==> src/rtl/cam_capture444.sv <==
// cam_capture444: captures an 8-bit camera stream (two bytes per RGB444 pixel) into a linear frame buffer.
// Build option CAM_CAPTURE_FRAME_SKIP_EN: capture only every second start of frame.
module cam_capture444 #(
  parameter int H_PIX   = 320,
  parameter int V_LINES = 240
) (
  input  logic        pclk,
  input  logic        rst_n,
  input  logic        cam_vsync,
  input  logic        cam_href,
  input  logic [7:0]  cam_data,
  input  logic        capture_en,
  output logic [16:0] frame_addr,
  output logic [15:0] frame_pixel,
  output logic        frame_we,
  output logic        frame_done,
  output logic        frame_err,
  output logic        busy
);

  localparam logic [16:0] FRAME_PIX   = 17'(H_PIX * V_LINES);
  localparam logic [16:0] LINE_PIX    = 17'(H_PIX);
  localparam logic [16:0] FRAME_LINES = 17'(V_LINES);

  typedef enum logic [1:0] {
    IDLE     = 2'd0,
    WAIT_SOF = 2'd1,
    ACTIVE   = 2'd2,
    FLUSH    = 2'd3
  } state_t;

  state_t      state_r, state_next_s;
  logic        vsync_r, vsync_d_r, href_r, href_d_r;
  logic        vs_rise_s, vs_fall_s, hr_rise_s, hr_fall_s;
  logic        start_s, sof_s, eof_s, pix_en_s;
  logic        phase_r;
  logic [3:0]  red_r;
  logic [16:0] addr_r, pix_cnt_r, line_cnt_r;

  assign vs_rise_s = vsync_r & ~vsync_d_r;
  assign vs_fall_s = ~vsync_r & vsync_d_r;
  assign hr_rise_s = href_r & ~href_d_r;
  assign hr_fall_s = ~href_r & href_d_r;

  // single register stage on sync inputs plus delayed copies for edge detection
  always_ff @(posedge pclk or negedge rst_n) begin
    if (!rst_n) begin
      vsync_r   <= 1'b0;
      vsync_d_r <= 1'b0;
      href_r    <= 1'b0;
      href_d_r  <= 1'b0;
    end else begin
      vsync_r   <= cam_vsync;
      vsync_d_r <= vsync_r;
      href_r    <= cam_href;
      href_d_r  <= href_r;
    end
  end

`ifdef CAM_CAPTURE_FRAME_SKIP_EN
  logic skip_r;
  // alternates captured/skipped starts of frame; re-arming always captures the first one
  always_ff @(posedge pclk or negedge rst_n) begin
    if (!rst_n) begin
      skip_r <= 1'b0;
    end else if (start_s) begin
      skip_r <= 1'b0;
    end else if (state_r == WAIT_SOF && vs_fall_s) begin
      skip_r <= ~skip_r;
    end
  end
`endif

  // state register
  always_ff @(posedge pclk or negedge rst_n) begin
    if (!rst_n) state_r <= IDLE;
    else        state_r <= state_next_s;
  end

  // next-state and per-cycle control strobes
  always_comb begin
    state_next_s = state_r;
    start_s      = 1'b0;
    sof_s        = 1'b0;
    eof_s        = 1'b0;
    pix_en_s     = 1'b0;
    case (state_r)
      IDLE: begin
        if (capture_en) begin
          state_next_s = WAIT_SOF;
          start_s      = 1'b1;
        end else begin
          state_next_s = IDLE;
        end
      end
      WAIT_SOF: begin
        if (vs_fall_s) begin
`ifdef CAM_CAPTURE_FRAME_SKIP_EN
          if (!skip_r) begin
            state_next_s = ACTIVE;
            sof_s        = 1'b1;
          end else begin
            state_next_s = WAIT_SOF;
          end
`else
          state_next_s = ACTIVE;
          sof_s        = 1'b1;
`endif
        end else begin
          state_next_s = WAIT_SOF;
        end
      end
      ACTIVE: begin
        // any vsync edge wins over href activity in the same cycle
        if (vs_rise_s) begin
          state_next_s = FLUSH;
          eof_s        = 1'b1;
        end else if (vs_fall_s) begin
          state_next_s = ACTIVE;
        end else begin
          state_next_s = ACTIVE;
          pix_en_s     = 1'b1;
        end
      end
      FLUSH: begin
        if (capture_en) state_next_s = WAIT_SOF;
        else            state_next_s = IDLE;
      end
      default: state_next_s = IDLE;
    endcase
  end

  // byte pairing, address generation, line/pixel bookkeeping and registered outputs
  always_ff @(posedge pclk or negedge rst_n) begin
    if (!rst_n) begin
      frame_addr  <= 17'd0;
      frame_pixel <= 16'd0;
      frame_we    <= 1'b0;
      frame_done  <= 1'b0;
      frame_err   <= 1'b0;
      busy        <= 1'b0;
      phase_r     <= 1'b0;
      red_r       <= 4'd0;
      addr_r      <= 17'd0;
      pix_cnt_r   <= 17'd0;
      line_cnt_r  <= 17'd0;
    end else begin
      frame_we   <= 1'b0;
      frame_done <= eof_s;
      busy       <= (state_next_s != IDLE);
      if (start_s) frame_err <= 1'b0;
      if (sof_s) begin
        addr_r     <= 17'd0;
        phase_r    <= 1'b0;
        pix_cnt_r  <= 17'd0;
        line_cnt_r <= 17'd0;
      end
      if (eof_s && (line_cnt_r != FRAME_LINES)) frame_err <= 1'b1;
      if (pix_en_s) begin
        if (hr_fall_s) begin
          line_cnt_r <= line_cnt_r + 17'd1;
          phase_r    <= 1'b0;
          if (phase_r || (pix_cnt_r != LINE_PIX)) frame_err <= 1'b1;
        end else if (href_r) begin
          if (hr_rise_s || !phase_r) begin
            red_r   <= cam_data[3:0];
            phase_r <= 1'b1;
            if (hr_rise_s) pix_cnt_r <= 17'd0;
          end else begin
            phase_r   <= 1'b0;
            pix_cnt_r <= pix_cnt_r + 17'd1;
            // buffer full: drop the pixel rather than wrap
            if (addr_r < FRAME_PIX) begin
              frame_we    <= 1'b1;
              frame_pixel <= {4'b0000, red_r, cam_data};
              frame_addr  <= addr_r;
              addr_r      <= addr_r + 17'd1;
            end else begin
              frame_err <= 1'b1;
            end
          end
        end
      end
    end
  end

endmodule

==> config.mk <==
export PLATFORM = sky130hd
export DESIGN_NAME = cam_capture444
export DESIGN_NICKNAME = d
export VERILOG_FILES = /design/src/rtl/cam_capture444.sv
export SDC_FILE = /design/constraint.sdc
export NUM_CORES = 1
export LEC_CHECK = 0
export ABC_AREA = 0
export BUFFER_PORTS_ARGS = -buffer_cell sky130_fd_sc_hd__buf_2
export CAP_MARGIN = 25
export CORE_MARGIN = 10
export CORE_UTILIZATION = 33
export CTS_CLUSTER_SIZE = 10
export DETAILED_ROUTE_END_ITERATION = 10
export GPL_TIMING_DRIVEN = 0
export PLACE_DENSITY = 0.54
export SLEW_MARGIN = 20
export SYNTH_ARGS = -nofsm -noshare
export SYNTH_HDL_FRONTEND = slang
export SYNTH_SLANG_ARGS = --single-unit
==> constraint.sdc <==
create_clock -name pclk -period 2.2 [get_ports pclk]
set_input_delay 0.44 -clock pclk [delete_from_list [all_inputs] [get_ports pclk]]
set_output_delay 0.44 -clock pclk [all_outputs]
set_load 0.005 [all_outputs]
Word-level counts from Yosys, hierarchy flattened
Cells that the tools add are included.
{"block": "totals", "register_bits": 95, "latchBits": 0, "mem_bits_rw": 0, "mem_bits_ro": 0, "inputBits": 13, "output_inout_bits": 37, "word_cells": 90, "memories": 0}
{"block": "classes", "add_sub_neg": 3, "multipliers": 0, "div_mod_pow": 0, "magnitude_cmp": 1, "n_eq_ne": 5, "shifts": 0, "mux": 46, "bitwise_logic": 10, "reduce_logical": 9}
{"operator": "$mux 17", "n": 15}
{"operator": "$add 17x1->17 const B", "n": 3}
{"operator": "$mux 1", "n": 29}
{"operator": "$lt 17x17->1 const B", "n": 1}
{"operator": "$ne 17x8->1 const B", "n": 1}
{"operator": "$ne 17x9->1 const B", "n": 1}
{"operator": "$not 1->1", "n": 6}
{"operator": "$pmux 2 s3", "n": 1}
{"operator": "$reduce_and 5->1", "n": 1}
{"operator": "$and 1x1->1", "n": 4}
{"operator": "$eq 2x2->1 const B", "n": 2}
{"operator": "$reduce_and 4->1", "n": 1}
{"operator": "$eq 2x1->1 const B", "n": 1}
{"operator": "$logic_not 2->1", "n": 1}
{"operator": "$logic_or 1x1->1", "n": 2}
{"operator": "$mux 2", "n": 1}
{"operator": "$reduce_bool 2->1", "n": 1}
{"operator": "$reduce_or 2->1", "n": 1}
{"operator": "$logic_and 1x1->1", "n": 1}
{"operator": "$logic_not 1->1", "n": 1}

Logic depth before layout (Yosys ltp)
Gate-level depths: netlist (run 1).
{"block": "logic_depth", "word_depth": 11, "depth_mapped": 12, "mapped_depth_nobuf": 8}

Least setup slack after synthesis (run 1)
OpenSTA, ideal clock, no wires.
{"block": "synth_timing", "path_kind": "register to register", "start": "reg vsync_r", "end": "reg addr_r[15]", "setup_ns": 0.083, "arrival_time_ns": 1.854, "required_time_ns": 2.117, "setup_slack_ns": 0.263, "stages_incl_launch_ff": 11, "n_path_buf": 3, "synth_period_minus_slack_ns": 1.937, "path_cell_list": "dfrtp_1 inv_1 ha_1 and2_1 buf_2 and2_4 buf_6 nand2_2 buf_6 or4_1 o21ai_0"}
{"block": "synth_between", "elab_chain_cells": 10, "elab_cells_between_ends": 14, "classes_between": "11 x mux; 3 x bitwise"}
{"item": "start: declaration", "line": "33", "text": "logic vsync_r, vsync_d_r, href_r, href_d_r;"}
{"item": "start signal: assignment", "line": "53", "text": "vsync_r <= cam_vsync;"}
{"item": "$not 1->1", "line": "41", "text": "assign vs_fall_s = ~vsync_r & vsync_d_r;"}
{"item": "$and 1x1->1", "line": "41"}
{"item": "$mux 1", "line": "97", "text": "if (vs_fall_s) begin"}
{"item": "$mux 1", "line": "87", "text": "case (state_r)"}
{"item": "$mux 17", "line": "152", "text": "if (sof_s) begin"}
{"item": "$mux 17", "line": "173", "text": "if (addr_r < FRAME_PIX) begin"}
{"item": "$mux 17", "line": "165", "text": "if (hr_rise_s || !phase_r) begin"}
{"item": "$mux 17", "line": "164", "text": "end else if (href_r) begin"}
{"item": "$mux 17", "line": "160", "text": "if (hr_fall_s) begin"}
{"item": "$mux 17 (*)", "line": "159", "text": "if (pix_en_s) begin"}
{"item": "end signal: assignment", "line": "177", "text": "addr_r <= addr_r + 17'd1;"}
{"item": "end: declaration", "line": "38", "text": "logic [16:0] addr_r, pix_cnt_r, line_cnt_r;"}
Every way passes the cells marked *; elsewhere a longest branch is shown, timed or not.
A chain may end at the register's enable or synchronous reset.

Worst setup path after layout (run 1)
Same ends and word-level chain as after synthesis.

==> results.md, run 1 <==
* Most used flip-flop cell after synthesis: sky130_fd_sc_hd__dfrtp_1
* Length of the first detailed-routing pass in iterations at 6
* Dominant combinational cell family by area after synthesis: simple AND/OR/NAND/NOR gates
* Part of the Yosys area used for sequential elements at 51.3%
* Xor-xnor portion of the synthesized cell area at 0%
* Global placement routability congestion at 0.826
* Width of the die at 138 um
* Synthesis-stage register bit count at 95
* Fin Hold WS at 0.00215 ns
* Overall track demand over capacity in global routing at 12.1%
* Synth Area in Adders at 2.97%
* Share of post-route cells with drive strength above 1 at 18.0%
* Synthesized-area fraction occupied by and/or/nand/nor cells at 24.0%
* Pin count of the biggest net entering global routing at 55
* Detailed-route DRC error count at 0
* CP dominant cell by count: sky130_fd_sc_hd__buf_6
* Clock latency on the worst-skew pair at 0.35 ns
* Unrepaired setup endpoints after global routing: no
* Ratio of total power to cell area at 743 nW/um^2
* Final layout net count at 592
* Detailed-route wire length per cell at 15.3 um
* Vias at 4007
* Endpoint required time on the critical path at 2.47 ns
* Inserted Clock Buffers at 9
* Max Fanout on Critical Path at 10
* Worst relative slew slack at 61.4%
* Clock Pin Slew Worst Setup and Hold Paths at 0.07 ns
* Largest clock skew in the final design at 0.00606 ns
* CP max-delay cell: sky130_fd_sc_hd__or4_1
* Category of the most critical setup path: reg2reg
* Count of buffering cells on the critical path with inverters included at 3
* Achievable Freq at 0.483 GHz
* Number of enable flip-flop cells after synthesis at 0
* Min-delay worst type: in2async
* Cell Area, Synth at 4630 um^2
* Vias in the first global route at 3908
* Number of endpoints with negative hold slack in the final report at 0
* Compound-Gate Fraction of Synth Area at 15.2%
* Maximum clock insertion buffer count at 2
* Filler cell count in the final layout at 1405
* Number of hold-repair buffers added at the cts stage at 0
* CTS tree: done
* Post-detail-place hpwl at 8.20 mm
* First-pass GRT wire length at 19.8 mm
* Final number of setup-violating endpoints at 0
* Commonest non-fill, non-tap cells in the layout: 114 x sky130_fd_sc_hd__nand2_1, 95 x sky130_fd_sc_hd__dfrtp_1, 52 x sky130_fd_sc_hd__o21ai_0
* Post-layout min period at 2.07 ns
* Critical Path Start Type: flip-flop
* Count of antenna-violating nets left after detailed routing at 0
* Total of warnings raised by yosys at 0
* Leading cell type in the layout, fill and taps excluded: sky130_fd_sc_hd__nand2_1
* Via count normalized by instance count at 5.32
* Number of max-cap violations at 0
* Family with the most delay on the worst path: simple AND/OR/NAND/NOR gates
* Distinct cell type count of the synthesized netlist at 48
* Non-Filler Cell Area, Final at 5460 um^2
* IO Port Bufs at 45
* Arrival time of data at the critical path endpoint at 2.34 ns
* Total area of sequential cells at 2380 um^2
* Starting DRC count in detailed routing at 288
* Die Y-Extent at 138 um
* Gr ovfl total at 0
* Critical path cell sequence: inv_1 > ha_1 > and2_1 > buf_6 > and2_4 > nand2_2 > buf_6 > or4_1 > o21ai_0
* Die Footprint at 19200 um^2
* Delay of the slowest cell on the worst path at 0.50 ns
* Mux contribution to synthesized area at 1.22%
* Root buf cell: sky130_fd_sc_hd__clkbuf_16
* Cell area after placement at 5130 um^2
* Post-route clock period utilization at 94.1%
* Area taken by multi-input logic gates at 2060 um^2
* Actual slew at the worst max-slew pin at 0.575 ns
* Final WL at 11.5 mm
* Layout-stage area growth over the synthesis result at 17.9%
* Count of antenna diodes in the layout at 0
* Fin. max-slew vios at 0
* Core Footprint at 13800 um^2
* Clock sink count at 95
* Peak VDD IR at 397 uV
* Static Leak at 2.58 nW
* Mapped Cells at 510
* Proportion of register bits with asynchronous set or reset after synthesis at 100%
* Initial core utilization at 33.5%
* Row Count at 43
* H-tree levels at 3
* Count of pins on the block boundary at 50
* Critical Path Sink Type: flip-flop
* Result of the run: completed
* Number of antenna violations at the first check in global routing at 0
* Post-Synthesis Mean Instance Area at 9.08 um^2
## metal layers
metal	part of all wire [%]	global-route usage (%)
met2	46	18.1
met1	47	16.0
met5	0	0
met4	2.1	5.83
met3	4.8	2.91
## what timing repair did
| item | 4_1_cts | 5_1_grt |
|---|---|---|
| endpoints found under the setup margin | 29 | 51 |
| setup buffers | 0 | 1 |
| resized for setup | 9 | 16 |
| pin swaps | 0 | 1 |
## state kept, by name, indices dropped and copies added (netlist names), 2 cells and up
register,cells
frame_addr,17
state_r,2
line_cnt_r,17
red_r,4
frame_pixel,12
pix_cnt_r,17
addr_r,17
## worst register-to-register path, stage by stage, from the launching register on
cell and delay [ns]:
sky130_fd_sc_hd__dfrtp_1 0.37, sky130_fd_sc_hd__inv_1 0.05, sky130_fd_sc_hd__ha_1 0.27, sky130_fd_sc_hd__and2_1 0.14, sky130_fd_sc_hd__buf_6 0.13, sky130_fd_sc_hd__and2_4 0.21, sky130_fd_sc_hd__nand2_2 0.08, sky130_fd_sc_hd__buf_6 0.14
sky130_fd_sc_hd__or4_1 0.50, sky130_fd_sc_hd__o21ai_0 0.09
## synthesized netlist by cell type, types with 2 or more instances
library cell	count	area, um^2
sky130_fd_sc_hd__nor3b_1	2	15.0
sky130_fd_sc_hd__a22oi_1	2	15.0
sky130_fd_sc_hd__and4_1	4	35.0
sky130_fd_sc_hd__dfrtp_1	95	2380
sky130_fd_sc_hd__nor4_1	7	43.8
sky130_fd_sc_hd__nand2b_1	3	18.8
sky130_fd_sc_hd__and2_1	4	25.0
sky130_fd_sc_hd__a21o_1	2	15.0
sky130_fd_sc_hd__inv_1	18	67.6
sky130_fd_sc_hd__o31ai_1	6	45.0
sky130_fd_sc_hd__buf_6	3	33.8
sky130_fd_sc_hd__buf_4	4	30.0
sky130_fd_sc_hd__o21ai_0	52	260
sky130_fd_sc_hd__clkbuf_2	2	10.0
sky130_fd_sc_hd__nand4_1	19	119
sky130_fd_sc_hd__nor3_1	5	25.0
sky130_fd_sc_hd__buf_2	9	45.0
sky130_fd_sc_hd__nor2_1	20	75.1
sky130_fd_sc_hd__a311oi_1	5	43.8
sky130_fd_sc_hd__a41oi_1	7	61.3
sky130_fd_sc_hd__nor4_4	2	42.5
sky130_fd_sc_hd__o211ai_1	2	15.0
sky130_fd_sc_hd__a21oi_1	20	100
sky130_fd_sc_hd__or2_2	2	12.5
sky130_fd_sc_hd__mux2_2	5	56.3
sky130_fd_sc_hd__or3_1	2	12.5
sky130_fd_sc_hd__a31oi_1	13	81.3
sky130_fd_sc_hd__clkbuf_1	14	52.6
sky130_fd_sc_hd__nand3_1	29	145
sky130_fd_sc_hd__ha_1	11	138
sky130_fd_sc_hd__nand2_1	114	428
sky130_fd_sc_hd__and3_1	11	68.8
## logic make-up (layout without fill, tap and decap cells)
logic type | after synthesis | count (layout)
simple gates | 230 | 230
buf+inv | 51 | 111
flops | 95 | 95
compound gates | 117 | 117
fa+ha+maj | 11 | 11
mux | 5 | 5
other cells | 1 | 4
## per-stage QoR
step / power [W] / setup WS (ns) / TNS (ns) / utilization (%) / std cells
finish: 0.00406 / 0.131 / 0 / 39.5 / 753
floorplan: 0.00233 / 0.263 / 0 / - / 513
detailed placement: 0.00259 / -0.242 / -2.21 / 37.1 / 739
CTS: 0.00412 / 0.0186 / 0 / 39.3 / 755
global placement: 0.00257 / -0.308 / -30.52 / 36.8 / 738
global route: 0.00428 / 0.0144 / 0 / 39.5 / 753
## power by group
group | leakage, nW | switching [W] | internal (W)
clock | 0.138 | 0.000696 | 0.000810
sequential | 1.26 | 0.0000963 | 0.00190
combinational | 1.18 | 0.000318 | 0.000239
## final timing paths
| path | start | end | slack, ns | depth (start not counted) |
|---|---|---|---|---|
| worst max-delay path | vsync_r | addr_r[15] | 0.13 | 9 |
| worst min-delay path | rst_n | line_cnt_r[10] | 0.002 | 1 |
| worst max register to register | vsync_r | addr_r[15] | 0.13 | 9 |
| worst min register to register | vsync_r | vsync_d_r | 0.42 | 0 |
| max in group asynchronous | rst_n | addr_r[5] | 1.60 | 2 |
| min in group pclk | cam_vsync | vsync_r | 0.20 | 1 |
## cell type report
class	count	share of cell area, %
Sequential cell	95	43.5
Multi-Input combinational cell	367	37.7
Timing Repair Buffer	47	4.88
Clock buffer	11	4.44
Tap cell	180	4.12
Buffer	30	3.37
Inverter	18	1.24
Clock inverter	5	0.756
Power figures use the tool's default switching activity.
==> inputs of run 2 (changes only) <==
--- a/config.mk
+++ b/config.mk
@@ -14,6 +14,7 @@
 export DETAILED_ROUTE_END_ITERATION = 10
 export GPL_TIMING_DRIVEN = 0
 export PLACE_DENSITY = 0.54
+export SETUP_SLACK_MARGIN = 0.4
 export SLEW_MARGIN = 20
 export SYNTH_ARGS = -nofsm -noshare
 export SYNTH_HDL_FRONTEND = slang
==> run 2 against run 1 <==
  * Via count is 4.5% higher
  * Global-route usage is 0.45 points higher
  * Critical path type unchanged
  * Clock power down 3%
  * The run now ends with hold timing left
  * Register-to-register slack improved by 0.14 ns
  * Die area unchanged
==> results.md, run 2 (synthesis gave the netlist of run 1 again) <==
* Clock latency on the worst-skew pair at 0.35 ns (about the same)
* Count of pins on the block boundary at 50 (unchanged)
* Commonest non-fill, non-tap cells in the layout: 101 x sky130_fd_sc_hd__nand2_1, 94 x sky130_fd_sc_hd__dfrtp_1, 46 x sky130_fd_sc_hd__buf_2 (was 114 x sky130_fd_sc_hd__nand2_1, 95 x sky130_fd_sc_hd__dfrtp_1, 52 x sky130_fd_sc_hd__o21ai_0)
* Length of the first detailed-routing pass in iterations at 4 (was 6)
* Gr ovfl total at 0 (unchanged)
* Pin count of the biggest net entering global routing at 56 (was 55)
* Fin. max-slew vios at 0 (unchanged)
* Global placement routability congestion at 0.804 (was 0.826)
* Endpoint required time on the critical path at 2.47 ns (about the same)
* Post-route clock period utilization at 87.8% (was 94.1%)
* Inserted Clock Buffers at 9 (unchanged)
* Clock sink count at 95 (unchanged)
* Number of max-cap violations at 0 (unchanged)
* Share of post-route cells with drive strength above 1 at 32.1% (was 18.0%)
* Count of antenna diodes in the layout at 0 (unchanged)
* CTS tree: done (unchanged)
* Min-delay worst type: in2async (unchanged)
* IO Port Bufs at 45 (unchanged)
* Starting DRC count in detailed routing at 309 (was 288)
* Unrepaired setup endpoints after global routing: yes (was no)
* Critical Path Start Type: flip-flop (unchanged)
* Top layer reached by signal wires: met4 (unchanged)
* Final layout net count at 629 (was 592)
* DR WL met3 at 569 um (was 554 um)
* H-tree levels at 3 (unchanged)
* Leading cell type in the layout, fill and taps excluded: sky130_fd_sc_hd__nand2_1 (unchanged)
* Violated checks: hold timing
* Initial core utilization at 33.5% (unchanged)
* Peak VDD IR at 415 uV (was 397 uV)
* Detailed-route wire length per cell at 16.0 um (was 15.3 um)
* Die Y-Extent at 138 um (unchanged)
* Vias in the first global route at 4035 (was 3908)
* First-pass GRT wire length at 20.5 mm (was 19.8 mm)
* Vias at 4186 (was 4007)
* Via count normalized by instance count at 5.30 (was 5.32)
* Number of antenna violations at the first check in global routing at 0 (unchanged)
* Fin Hold WS at -0.000530 ns (was 0.00215 ns)
* Achievable Freq at 0.518 GHz (was 0.483 GHz)
* Maximum clock insertion buffer count at 2 (unchanged)
* Final number of setup-violating endpoints at 0 (unchanged)
* Overall track demand over capacity in global routing at 12.6% (was 12.1%)
* Critical Path Sink Type: flip-flop (unchanged)
* Final WL at 12.7 mm (was 11.5 mm)
* Ratio of total power to cell area at 665 nW/um^2 (was 743 nW/um^2)
* Post-detail-place hpwl at 8.17 mm (was 8.20 mm)
* Width of the die at 138 um (unchanged)
* Layout-stage area growth over the synthesis result at 36.0% (was 17.9%)
* Count of antenna-violating nets left after detailed routing at 0 (unchanged)
* Die Footprint at 19200 um^2 (unchanged)
* Post-layout min period at 1.93 ns (was 2.07 ns)
* Root buf cell: sky130_fd_sc_hd__clkbuf_16 (unchanged)
* Result of the run: finished with violations (was completed)
* Number of hold-repair buffers added at the cts stage at 0 (unchanged)
* Routed length on met2 at 6.04 mm (was 5.28 mm)
* Core Footprint at 13800 um^2 (unchanged)
* Clock Pin Slew Worst Setup and Hold Paths at 0.07 ns (about the same)
* Largest clock skew in the final design at 0.00961 ns (was 0.00606 ns)
* Utilization of the core after routing at 45.6% (was 39.5%)
* Static Leak at 3.03 nW (was 2.58 nW)
* Placed cells at 739 (unchanged)
* Number of endpoints with negative hold slack in the final report at 1 (was 0)
* Category of the most critical setup path: reg2reg (unchanged)
* Detailed-routing wirelength on met1 at 5.85 mm (was 5.41 mm)
* Max Fanout on Critical Path at 6 (was 10)
* Final instance count without filler cells at 790 (was 753)
* Row Count at 43 (unchanged)
* Arrival time of data at the critical path endpoint at 2.20 ns (was 2.34 ns)
* Detailed-route DRC error count at 0 (unchanged)
==> run 2: power breakdown <==
group          switching [W]  internal [W]  leakage, nW
combinational       0.000380      0.000331         1.64
clock               0.000704      0.000771        0.125
sequential         0.0000990       0.00190         1.26
total                0.00118       0.00300         3.03
==> run 2: timing repair <==
item	in CTS	in global routing
resized for setup	80	102
pin swaps	10	13
endpoints found under the setup margin	82	84
cloned	3	4
buffers inserted	18	10
==> run 2: metal layers <==
metal | global-route usage [%] | vias up
met5 | 0 | -
met4 | 4.55 | 0
met3 | 3.29 | 15
met2 | 19.7 | 84
met1 | 16.2 | 2095
li1 | - | 1992
==> run 2: cell type report <==
type / count / area [um^2]
clock buffer: 10 / 229
clock inverter: 6 / 45.0
buffer: 33 / 349
multi-input combinational: 367 / 2340
timing repair buffer: 81 / 662
inverter: 18 / 70.1
tap: 180 / 225
sequential: 95 / 2380
fill: 1285 / 7530
==> run 2: worst max-delay path, cell delays in order, from the launching register on <==
cell and delay, ns:
sky130_fd_sc_hd__dfrtp_1 0.38, sky130_fd_sc_hd__ha_1 0.28, sky130_fd_sc_hd__and2_4 0.13, sky130_fd_sc_hd__buf_6 0.11, sky130_fd_sc_hd__and2_4 0.14, sky130_fd_sc_hd__buf_8 0.09
sky130_fd_sc_hd__nand2_4 0.05, sky130_fd_sc_hd__buf_8 0.13, sky130_fd_sc_hd__or4_1 0.45, sky130_fd_sc_hd__o21ai_1 0.08
==> run 2: final timing paths <==
check | depth (start not counted) | startpoint | slack (ns) | to
max in group asynchronous | 2 | rst_n | 1.59 | addr_r[0]
max reg2reg | 9 | vsync_d_r | 0.27 | addr_r[15]
max | 9 | vsync_d_r | 0.27 | addr_r[15]
min in group pclk | 1 | cam_vsync | 0.19 | vsync_r
min | 1 | rst_n | -0.0005 | line_cnt_r[7]
min reg2reg | 2 | red_r[0] | 0.48 | frame_pixel[8]
==> run 2: stage by stage <==
step	setup TNS [ns]	setup slack [ns]	instance area (um^2)	power, W
final	0	0.269	6300	0.00419
after global routing	0	0.194	6300	0.00441
after CTS	0	0.248	5880	0.00417
after detailed placement	-1.49	-0.179	5160	0.00259
after global placement	-31.64	-0.329	5120	0.00257
after floorplan	0	0.327	4670	0.00234
==> inputs of run 3 (changes only) <==
--- a/config.mk
+++ b/config.mk
@@ -8,6 +8,7 @@
 export ABC_AREA = 0
 export BUFFER_PORTS_ARGS = -buffer_cell sky130_fd_sc_hd__buf_2
 export CAP_MARGIN = 25
+export CORE_ASPECT_RATIO = 0.6
 export CORE_MARGIN = 10
 export CORE_UTILIZATION = 33
 export CTS_CLUSTER_SIZE = 10
==> run 3 against run 2 <==
  * The flow now finishes without violations
  * Routed wire length increased by 5.0%
  * Largest power group unchanged
  * Clock-buffer cell count shrank 1
  * Sequential cell count did not move
  * Maximum frequency decreased by 1.4%
  * Clock power up 5%
  * Global-route usage rose by 0.54 points
  * Critical endpoint unchanged
  * Register-to-register slack got worse by 0.03 ns
==> results.md, run 3 (synthesis gave the netlist of run 1 again) <==
* Count of antenna diodes in the layout at 0 (unchanged)
* Post-detail-place hpwl at 8.69 mm (was 8.17 mm)
* Largest clock skew in the final design at 0.00896 ns (was 0.00961 ns)
* Length of the first detailed-routing pass in iterations at 5 (was 4)
* Gate power share at 16.3% (was 17.0%)
* Critical path cell sequence: ha_1 > and2_4 > buf_6 > and2_4 > buf_8 > nand2_4 > buf_6 > or4_1 > o21ai_1 (was ha_1 > and2_4 > buf_6 > and2_4 > buf_8 > nand2_4 > buf_8 > or4_1 > o21ai_1)
* GR met2 Demand/Resource at 17.9% (was 19.7%)
* Arrival time of data at the critical path endpoint at 2.24 ns (was 2.20 ns)
* Gr ovfl total at 0 (unchanged)
* Inserted Clock Buffers at 9 (unchanged)
* Final WL at 13.3 mm (was 12.7 mm)
* Static Leak at 2.97 nW (was 3.03 nW)
* Routing usage on met1 at 19.8% (was 16.2%)
* Maximum clock insertion buffer count at 2 (unchanged)
* Register share of total power at 47.5% (was 47.8%)
* Utilization of the core after routing at 45.5% (was 45.6%)
* Category of the most critical setup path: reg2reg (unchanged)
* Worst setup path startpoint: vsync_d_r (unchanged)
* Result of the run: completed (was finished with violations)
* Post-Place Setup Slack at -0.164 ns (was -0.179 ns)
* Critical R2R Launch: vsync_d_r (unchanged)
* CP max-delay cell: sky130_fd_sc_hd__or4_1 (unchanged)
* Clock power share at 36.2% (was 35.2%)
* P_int at 0.00300 W (about the same)
* Commonest non-fill, non-tap cells in the layout: 105 x sky130_fd_sc_hd__nand2_1, 93 x sky130_fd_sc_hd__dfrtp_1, 46 x sky130_fd_sc_hd__buf_2 (was 101 x sky130_fd_sc_hd__nand2_1, 94 x sky130_fd_sc_hd__dfrtp_1, 46 x sky130_fd_sc_hd__buf_2)
* Max Fanout on Critical Path at 7 (was 6)
* Cell area after placement at 5170 um^2 (was 5160 um^2)
* H-tree levels at 3 (unchanged)
* Achievable Freq at 0.511 GHz (was 0.518 GHz)
* Vias at 4248 (was 4186)
* Routing usage on met3 at 3.54% (was 3.29%)
* Clock Pin Slew Worst Setup and Hold Paths at 0.08 ns (was 0.07 ns)
* Post-route clock period utilization at 89.0% (was 87.8%)
* Die Footprint at 19300 um^2 (was 19200 um^2)
* Detailed-route wire length per cell at 16.6 um (was 16.0 um)
* Switching Power at 0.00124 W (was 0.00118 W)
* Clock latency on the worst-skew pair at 0.35 ns (about the same)
* Number of antenna violations at the first check in global routing at 0 (unchanged)
* Critical Path Start Type: flip-flop (unchanged)
* Pin count of the biggest net entering global routing at 55 (was 56)
* Core Footprint at 13700 um^2 (was 13800 um^2)
* Root buf cell: sky130_fd_sc_hd__clkbuf_16 (unchanged)
* Final layout net count at 628 (was 629)
* Fin worst setup slack at 0.241 ns (was 0.269 ns)
* Row Count at 33 (was 43)
* Die Y-Extent at 112 um (was 138 um)
* Switching part of the total at 29.3% (was 28.3%)
* Number of max-cap violations at 0 (unchanged)
* Endpoint required time on the critical path at 2.48 ns (was 2.47 ns)
* Overall track demand over capacity in global routing at 13.1% (was 12.6%)
* Fin Hold WS at 0.000285 ns (was -0.000530 ns)
* Via count normalized by instance count at 5.30 (about the same)
* Ratio of total power to cell area at 680 nW/um^2 (was 665 nW/um^2)
* Final number of setup-violating endpoints at 0 (unchanged)
* First-pass GRT wire length at 21.2 mm (was 20.5 mm)
* Width of the die at 173 um (was 138 um)
* CTS tree: done (unchanged)
* Number of hold-repair buffers added at the cts stage at 0 (unchanged)
* Unrepaired setup endpoints after global routing: yes (unchanged)
* Fin. max-slew vios at 0 (unchanged)
* Most Used Layer, Global Route: met1 (was met2)
* Delay of the slowest cell on the worst path at 0.46 ns (was 0.45 ns)
* IO Port Bufs at 45 (unchanged)
* Clock sink count at 95 (unchanged)
* Leading cell type in the layout, fill and taps excluded: sky130_fd_sc_hd__nand2_1 (unchanged)
* Non-Filler Cell Area, Final at 6240 um^2 (was 6300 um^2)
* Critical Path Sink Type: flip-flop (unchanged)
* Post-layout min period at 1.96 ns (was 1.93 ns)
* Min-delay worst type: in2async (unchanged)
* Layout-stage area growth over the synthesis result at 34.8% (was 36.0%)
* Count of antenna-violating nets left after detailed routing at 0 (unchanged)
* Count of pins on the block boundary at 50 (unchanged)
* Detailed-route DRC error count at 0 (unchanged)
* Initial core utilization at 33.8% (was 33.5%)
* Number of endpoints with negative hold slack in the final report at 0 (was 1)
* Peak VDD IR at 429 uV (was 415 uV)
* Global placement routability congestion at 0.844 (was 0.804)
* Share of post-route cells with drive strength above 1 at 31.7% (was 32.1%)
* Vias in the first global route at 3939 (was 4035)
* Starting DRC count in detailed routing at 375 (was 309)
[run 3: final cells by class]
cell class | instances | area (um^2)
fillers | 1342 | 7470
flip-flops and latches | 95 | 2380
multi-input cells | 368 | 2330
repair buffers | 79 | 637
plain buffers | 33 | 302
well taps | 192 | 240
clock buffers | 9 | 225
inverters | 18 | 67.6
clock inverters | 7 | 60.1
[run 3: per-stage QoR]
stage                     power [W]  setup TNS [ns]  std cells
after floorplan             0.00234               0        513
after global placement      0.00258          -32.96        750
after detailed placement    0.00261           -1.24        751
after CTS                   0.00424               0        790
after global routing        0.00445               0        801
final                       0.00424               0        801
[run 3: power by group through the flow]
stage | registers (W) | logic [W] | clock network, W
floorplan | 0.00202 | 0.000320 | 0
global placement | 0.00203 | 0.000552 | 0
detailed placement | 0.00204 | 0.000574 | 0
CTS | 0.00201 | 0.000654 | 0.00158
global route | 0.00203 | 0.000767 | 0.00165
finish | 0.00201 | 0.000691 | 0.00154
[run 3: final timing paths]
kind / depth (start not counted) / slack (ns) / end
max: 9 / 0.24 / addr_r[15]
min: 1 / 0.0003 / pix_cnt_r[8]
max reg2reg: 9 / 0.24 / addr_r[15]
min reg2reg: 2 / 0.47 / frame_pixel[10]
max in group asynchronous: 2 / 1.59 / addr_r[0]
min in group pclk: 1 / 0.20 / href_r
[run 3: timing repair]
item                       in CTS  in global routing
resized for setup              58                 99
setup endpoints to repair      82                 86
cloned                          4                  2
setup buffers                  19                  9
pin swaps                       8                 23
[run 3: critical path, delay by kind of cell (launching register included)]
kind                     cells  cell delay [ns]
flip-flops                   1             0.39
buffers and inverters        3             0.35
AND/OR/NAND/NOR              4             0.79
AO/OA/AOI/OAI                1             0.08
adder cells (fa/ha/maj)      1             0.28
[run 3: per-layer routing]
layer	wire length (um)	share of wire [%]
met2	5500	41
met4	120	0.90
met5	0	0
met1	7030	53
met3	642	4.8
